**src/rtl/mem_burst_driver.sv**
```systemverilog
// Command-driven burst traffic generator for a single-port memory.
// Issues gap-free write/read beats from a data pattern and optionally verifies read-back data.
module mem_burst_driver #(
  parameter int unsigned DATA_WIDTH = 8,
  parameter int unsigned ADDR_WIDTH = 8,
  parameter int unsigned LEN_WIDTH  = 8,
  parameter int unsigned RD_LATENCY = 1,
  parameter int unsigned ERR_WIDTH  = 16
) (
  input  logic                  i_clk,
  input  logic                  i_rst,
  input  logic                  i_cmd_valid,
  output logic                  o_cmd_ready,
  input  logic [1:0]            i_cmd_op,
  input  logic [1:0]            i_cmd_mode,
  input  logic [ADDR_WIDTH-1:0] i_cmd_addr,
  input  logic [LEN_WIDTH-1:0]  i_cmd_len,
  input  logic [DATA_WIDTH-1:0] i_cmd_seed,
  output logic                  o_busy,
  output logic                  o_done,
  output logic                  o_wr_en,
  output logic                  o_rd_en,
  output logic [ADDR_WIDTH-1:0] o_address,
  output logic [DATA_WIDTH-1:0] o_wr_data,
  input  logic [DATA_WIDTH-1:0] i_rd_data,
  output logic                  o_rd_valid,
  output logic [DATA_WIDTH-1:0] o_rd_data,
  output logic                  o_err,
  output logic [ERR_WIDTH-1:0]  o_err_count,
  output logic [ADDR_WIDTH-1:0] o_first_err_addr
);

  localparam int unsigned DRAIN_W = (RD_LATENCY > 1) ? $clog2(RD_LATENCY) : 1;

  localparam logic [1:0] OP_WRITE   = 2'b00;
  localparam logic [1:0] OP_VERIFY  = 2'b10;
  localparam logic [1:0] MODE_CONST = 2'b01;
  localparam logic [1:0] MODE_XOR   = 2'b10;

  typedef enum logic [2:0] {
    S_IDLE, S_WRITE, S_TURN, S_READ, S_DRAIN, S_DONE
  } state_t;

  state_t                state, state_d;
  logic [1:0]            op_q, op_d, mode_q, mode_d;
  logic [ADDR_WIDTH-1:0] addr_q, addr_d;
  logic [LEN_WIDTH-1:0]  len_q, len_d, idx_q, idx_d;
  logic [DATA_WIDTH-1:0] seed_q, seed_d;
  logic [DRAIN_W-1:0]    drain_q, drain_d;

  logic                  busy_d, done_d, wr_en_d, rd_en_d;
  logic [ADDR_WIDTH-1:0] address_d;
  logic [DATA_WIDTH-1:0] wr_data_d;
  logic                  err_d;
  logic [ERR_WIDTH-1:0]  err_count_d;
  logic [ADDR_WIDTH-1:0] first_err_addr_d;

  // Read pipeline: valid, expected data and address travel with each read beat.
  logic                  pipe_v    [RD_LATENCY];
  logic [DATA_WIDTH-1:0] pipe_exp  [RD_LATENCY];
  logic [ADDR_WIDTH-1:0] pipe_addr [RD_LATENCY];

  logic                  accept, last_beat, cap, mismatch, is_verify;
  logic [LEN_WIDTH-1:0]  next_idx;
  logic [ADDR_WIDTH-1:0] next_addr;
  logic [DATA_WIDTH-1:0] cur_exp;

  function automatic logic [DATA_WIDTH-1:0] pattern(
    input logic [1:0]            mode,
    input logic [DATA_WIDTH-1:0] seed,
    input logic [LEN_WIDTH-1:0]  idx,
    input logic [ADDR_WIDTH-1:0] addr
  );
    case (mode)
      MODE_CONST: pattern = seed;
      MODE_XOR:   pattern = seed ^ DATA_WIDTH'(addr);
      default:    pattern = seed + DATA_WIDTH'(idx);
    endcase
  endfunction

  assign o_cmd_ready = (state == S_IDLE) && !i_rst;
  assign accept      = i_cmd_valid && o_cmd_ready;
  assign is_verify   = (op_q == OP_VERIFY);
  assign last_beat   = (idx_q == LEN_WIDTH'(len_q - LEN_WIDTH'(1)));
  assign next_idx    = LEN_WIDTH'(idx_q + LEN_WIDTH'(1));
  assign next_addr   = ADDR_WIDTH'(addr_q + ADDR_WIDTH'(next_idx));
  assign cur_exp     = pattern(mode_q, seed_q, idx_q, o_address);
  assign cap         = pipe_v[RD_LATENCY-1];
  assign mismatch    = cap && is_verify && (i_rd_data != pipe_exp[RD_LATENCY-1]);

  // Next-state and next-output logic.
  always_comb begin
    state_d          = state;
    op_d             = op_q;
    mode_d           = mode_q;
    addr_d           = addr_q;
    len_d            = len_q;
    seed_d           = seed_q;
    idx_d            = idx_q;
    drain_d          = drain_q;
    busy_d           = o_busy;
    done_d           = 1'b0;
    wr_en_d          = 1'b0;
    rd_en_d          = 1'b0;
    address_d        = o_address;
    wr_data_d        = o_wr_data;
    err_d            = o_err;
    err_count_d      = o_err_count;
    first_err_addr_d = o_first_err_addr;

    unique case (state)
      S_IDLE: begin
        if (accept) begin
          op_d   = i_cmd_op;
          mode_d = i_cmd_mode;
          addr_d = i_cmd_addr;
          len_d  = i_cmd_len;
          seed_d = i_cmd_seed;
          idx_d  = '0;
          busy_d = 1'b1;
          if (i_cmd_len == '0) begin
            state_d = S_DONE;
            done_d  = 1'b1;
          end else if (i_cmd_op == OP_WRITE || i_cmd_op == OP_VERIFY) begin
            state_d   = S_WRITE;
            wr_en_d   = 1'b1;
            address_d = i_cmd_addr;
            wr_data_d = pattern(i_cmd_mode, i_cmd_seed, '0, i_cmd_addr);
          end else begin
            state_d   = S_READ;
            rd_en_d   = 1'b1;
            address_d = i_cmd_addr;
          end
        end
      end
      S_WRITE: begin
        if (last_beat) begin
          if (is_verify) begin
            state_d = S_TURN;
          end else begin
            state_d = S_DONE;
            done_d  = 1'b1;
          end
        end else begin
          wr_en_d   = 1'b1;
          idx_d     = next_idx;
          address_d = next_addr;
          wr_data_d = pattern(mode_q, seed_q, next_idx, next_addr);
        end
      end
      S_TURN: begin
        state_d   = S_READ;
        rd_en_d   = 1'b1;
        idx_d     = '0;
        address_d = addr_q;
      end
      S_READ: begin
        if (last_beat) begin
          state_d = S_DRAIN;
          drain_d = DRAIN_W'(RD_LATENCY - 1);
        end else begin
          rd_en_d   = 1'b1;
          idx_d     = next_idx;
          address_d = next_addr;
        end
      end
      S_DRAIN: begin
        // Leaves when the last beat is being captured, so DONE lines up with its valid.
        if (drain_q == '0) begin
          state_d = S_DONE;
          done_d  = 1'b1;
        end else begin
          drain_d = DRAIN_W'(drain_q - DRAIN_W'(1));
        end
      end
      S_DONE: begin
        state_d = S_IDLE;
        busy_d  = 1'b0;
      end
      default: state_d = S_IDLE;
    endcase

    if (accept) begin
      err_d            = 1'b0;
      err_count_d      = '0;
      first_err_addr_d = '0;
    end else if (mismatch) begin
      err_d = 1'b1;
      if (o_err_count != '1) err_count_d = ERR_WIDTH'(o_err_count + ERR_WIDTH'(1));
      if (!o_err) first_err_addr_d = pipe_addr[RD_LATENCY-1];
    end
  end

  // State, command and output registers.
  always_ff @(posedge i_clk) begin
    if (i_rst) begin
      state            <= S_IDLE;
      op_q             <= '0;
      mode_q           <= '0;
      addr_q           <= '0;
      len_q            <= '0;
      seed_q           <= '0;
      idx_q            <= '0;
      drain_q          <= '0;
      o_busy           <= 1'b0;
      o_done           <= 1'b0;
      o_wr_en          <= 1'b0;
      o_rd_en          <= 1'b0;
      o_address        <= '0;
      o_wr_data        <= '0;
      o_err            <= 1'b0;
      o_err_count      <= '0;
      o_first_err_addr <= '0;
    end else begin
      state            <= state_d;
      op_q             <= op_d;
      mode_q           <= mode_d;
      addr_q           <= addr_d;
      len_q            <= len_d;
      seed_q           <= seed_d;
      idx_q            <= idx_d;
      drain_q          <= drain_d;
      o_busy           <= busy_d;
      o_done           <= done_d;
      o_wr_en          <= wr_en_d;
      o_rd_en          <= rd_en_d;
      o_address        <= address_d;
      o_wr_data        <= wr_data_d;
      o_err            <= err_d;
      o_err_count      <= err_count_d;
      o_first_err_addr <= first_err_addr_d;
    end
  end

  // Read pipeline and capture of returned data.
  always_ff @(posedge i_clk) begin
    if (i_rst) begin
      for (int k = 0; k < int'(RD_LATENCY); k++) begin
        pipe_v[k]    <= 1'b0;
        pipe_exp[k]  <= '0;
        pipe_addr[k] <= '0;
      end
      o_rd_valid <= 1'b0;
      o_rd_data  <= '0;
    end else begin
      pipe_v[0]    <= o_rd_en;
      pipe_exp[0]  <= cur_exp;
      pipe_addr[0] <= o_address;
      for (int k = 1; k < int'(RD_LATENCY); k++) begin
        pipe_v[k]    <= pipe_v[k-1];
        pipe_exp[k]  <= pipe_exp[k-1];
        pipe_addr[k] <= pipe_addr[k-1];
      end
      o_rd_valid <= cap;
      if (cap) o_rd_data <= i_rd_data;
    end
  end

endmodule

```
**config.mk**
```make
export PLATFORM = sky130hd
export DESIGN_NAME = mem_burst_driver
export DESIGN_NICKNAME = d
export VERILOG_FILES = /design/src/rtl/mem_burst_driver.sv
export SDC_FILE = /design/constraint.sdc
export NUM_CORES = 1
export LEC_CHECK = 0
export BUFFER_PORTS_ARGS = -buffer_cell sky130_fd_sc_hd__buf_2
export CORE_MARGIN = 2
export CORE_UTILIZATION = 55
export DETAILED_ROUTE_END_ITERATION = 10
export PLACE_DENSITY_LB_ADDON = 0.25
export SLEW_MARGIN = 10
export SYNTH_ARGS = -nofsm -noshare
export SYNTH_HDL_FRONTEND = slang
export SYNTH_SLANG_ARGS = --single-unit
```
**constraint.sdc**
```tcl
create_clock -name i_clk -period 7.6 [get_ports i_clk]
set_input_delay 2.28 -clock i_clk [delete_from_list [all_inputs] [get_ports i_clk]]
set_output_delay 2.28 -clock i_clk [all_outputs]
set_load 0.02 [all_outputs]
```
==> results.cfg <==
[yosys]
synth-edff-count = 0
ys_async_sr_fraction = 0
netlist_top_cells_area = dfxtp_1 35%, nand2_1 6.5%, a21oi_1 6.3%
netlist-cell-type-count = 64
seq_area_frac_synth = 0.352
synth_most_common_cell = dfxtp_1
netlist_area_um2 = 6260
yosys_warnings = 0
avgSynthCellArea_um2 = 7.98
synthFlopType = dfxtp_1
synthTopCellsByCount = 110 x dfxtp_1, 109 x nand2_1, 82 x nor2_1, 79 x a21oi_1
synth_largest_area_cell = dfxtp_1
ys_ff_latch = 110
yosysTopAreaCellShare = 0.352
syn_nets = 853
synthCells = 785

[sta]
rsz0062_at_grt = false
tightest_slew_ns = 1.14
finalSetupViolCount = 0
min_period_ns = 5.21
setup_tns_ns = 0
drv_slew = 0
fin_skew_ns = 0.00711
max_slew_margin = 0.241
hold_violations = 0
timing.final.crit_share = 0.686
fmax_mhz = 192

[run_status]
status = complete, no violations

[min_path]
hold_depth = 2
min_path_type = reg2reg

[die]
ioPinCount = 94
die_area_um2 = 12300
die_w_um = 111
coreArea_um2 = 11000
rows = 38
start_util = 0.570
die_h_um = 111

[clock_network]
clk_latency_ns = 0.36
numCtsBuffers = 9
post_cts_buffers = 0
cts_tree = built
clock-root-buffer = clkbuf_16
post_cts_resized = 0
path_clk_slew_ns = 0.07
cts_sinks = 110
cts_hold_buf = 0
clock_path_buffers = 2
htree_levels = 3

[worst_setup_path]
r2r_setup_slack_ns = 4.06
worstRegToRegCells = 11
cp.required_ns = 5.32
end_kind = output port
critPathMaxFanout = 3
critPathLaunchType = input pin
crit_type = in2out
worst_ep_arrival_time_ns = 2.93

[grt]
grt_max_degree = 79
track_usage = 0.271
grt_pass1_wl_um = 27200
antenna_found_initial = 0
grt_overflow = 0
grt_pass1_vias = 5439

[placed_design]
routabilityCongestion = 0.970
dp_cells = 980
portBuffers = 93
hpwl_um = 12700

[detailed_routing]
first_pass_iters = 6
routed_wl_um = 17000
drc = 0
drt_iter0_drc = 585
detailroute.via_count = 5980
vias_per_cell = 6.01
ant_nets = 0
post_drt_wl_per_cell_um = 17.1

[run]
cap_violations = 0

[finish]
area_growth_pct = 12.3
nets = 919
layoutNonFillerInstCount = 995
drive_above_1_share = 0.149
diodes = 0

[power_and_ir_drop]
ir_drop_v = 0.000151
power_leakage_nw = 2.87
p_total_mw = 1.33
power_density_nw_per_um2 = 189
==> placed cells by master, fill, tap and decap left out, types with 6 or more instances in the layout <==
master and n:
nor4_1 6, nand2_1 109, or3_1 8, nand3_1 16, and2_1 6, buf_2 93, a211oi_1 10, inv_1 33
clkbuf_16 9, xor2_1 31, nor2b_1 10, o22ai_1 10, xnor2_1 29, o21ai_0 33, a21o_1 10, ha_1 26
a21oi_1 79, nand2b_1 9, nor3b_1 6, dfxtp_1 110, nor3_1 15, nor2_1 82, mux2i_1 23
==> metal layers <==
metal,up-vias,wire length [um],global-route usage
met4,0,416,0.105
met1,2790,7210,0.364
met2,281,7960,0.437
met5,-,0,0
met3,39,1440,0.0443
li1,2870,-,-
==> where the power goes <==
| group | switching (mW) | total [mW] | internal [mW] | leakage [nW] |
|---|---|---|---|---|
| logic | 0.151 | 0.238 | 0.0868 | 1.84 |
| clock network | 0.229 | 0.456 | 0.227 | 0.139 |
| registers | 0.0299 | 0.635 | 0.605 | 0.894 |
==> cell families (layout without fill, tap and decap cells) <==
family          Yosys count  after routing  share of synthesized area
compound gates          199            199                      0.207
xor+xnor                 60             60                     0.0839
fa+ha+maj                29             29                     0.0615
buf+inv                  76            146                     0.0488
flops                   110            110                      0.352
mux                      23             23                     0.0368
simple gates            288            288                      0.210
==> cell type report <==
| cell class | instances | area [um^2] |
|---|---|---|
| timing repair buffer | 97 | 495 |
| fill | 982 | 3950 |
| multi-input combinational | 599 | 3750 |
| inverter | 34 | 128 |
| clock inverter | 6 | 51.3 |
| clock buffer | 9 | 225 |
| tap | 140 | 175 |
| sequential | 110 | 2200 |
==> worst paths after layout <==
check	end	start
max	o_cmd_ready	i_rst
max reg2reg	o_wr_data[5]	idx_q[0]
min reg2reg	op_q[0]	op_q[0]
min	op_q[0]	op_q[0]
==> sequential cells by signal (all words and copies together) (netlist names), 2 cells and up <==
signal            cells
addr_q                8
idx_q                 8
len_q                 8
mode_q                2
o_address             8
o_err_count          16
o_first_err_addr      8
o_rd_data             8
o_wr_data             8
op_q                  2
pipe_addr             8
pipe_exp              8
seed_q                8
state                 3
==> worst max-delay path, stage by stage <==
cell and delay [ns]:
buf_2 0.11, nor4_1 0.30, buf_2 0.24
==> through the flow <==
step                cell area (um^2)  utilization  hold slack [ns]  setup WS [ns]
floorplan                       6260            -            0.431           2.30
global placement                6760        0.615            0.441           2.42
detailed placement              6760        0.615            0.449           2.40
CTS                             7030        0.640            0.459           2.39
global route                    7030        0.640            0.481           2.35
finish                          7030        0.640            0.455           2.39
Note: power is estimated with default switching activity, not from simulation.
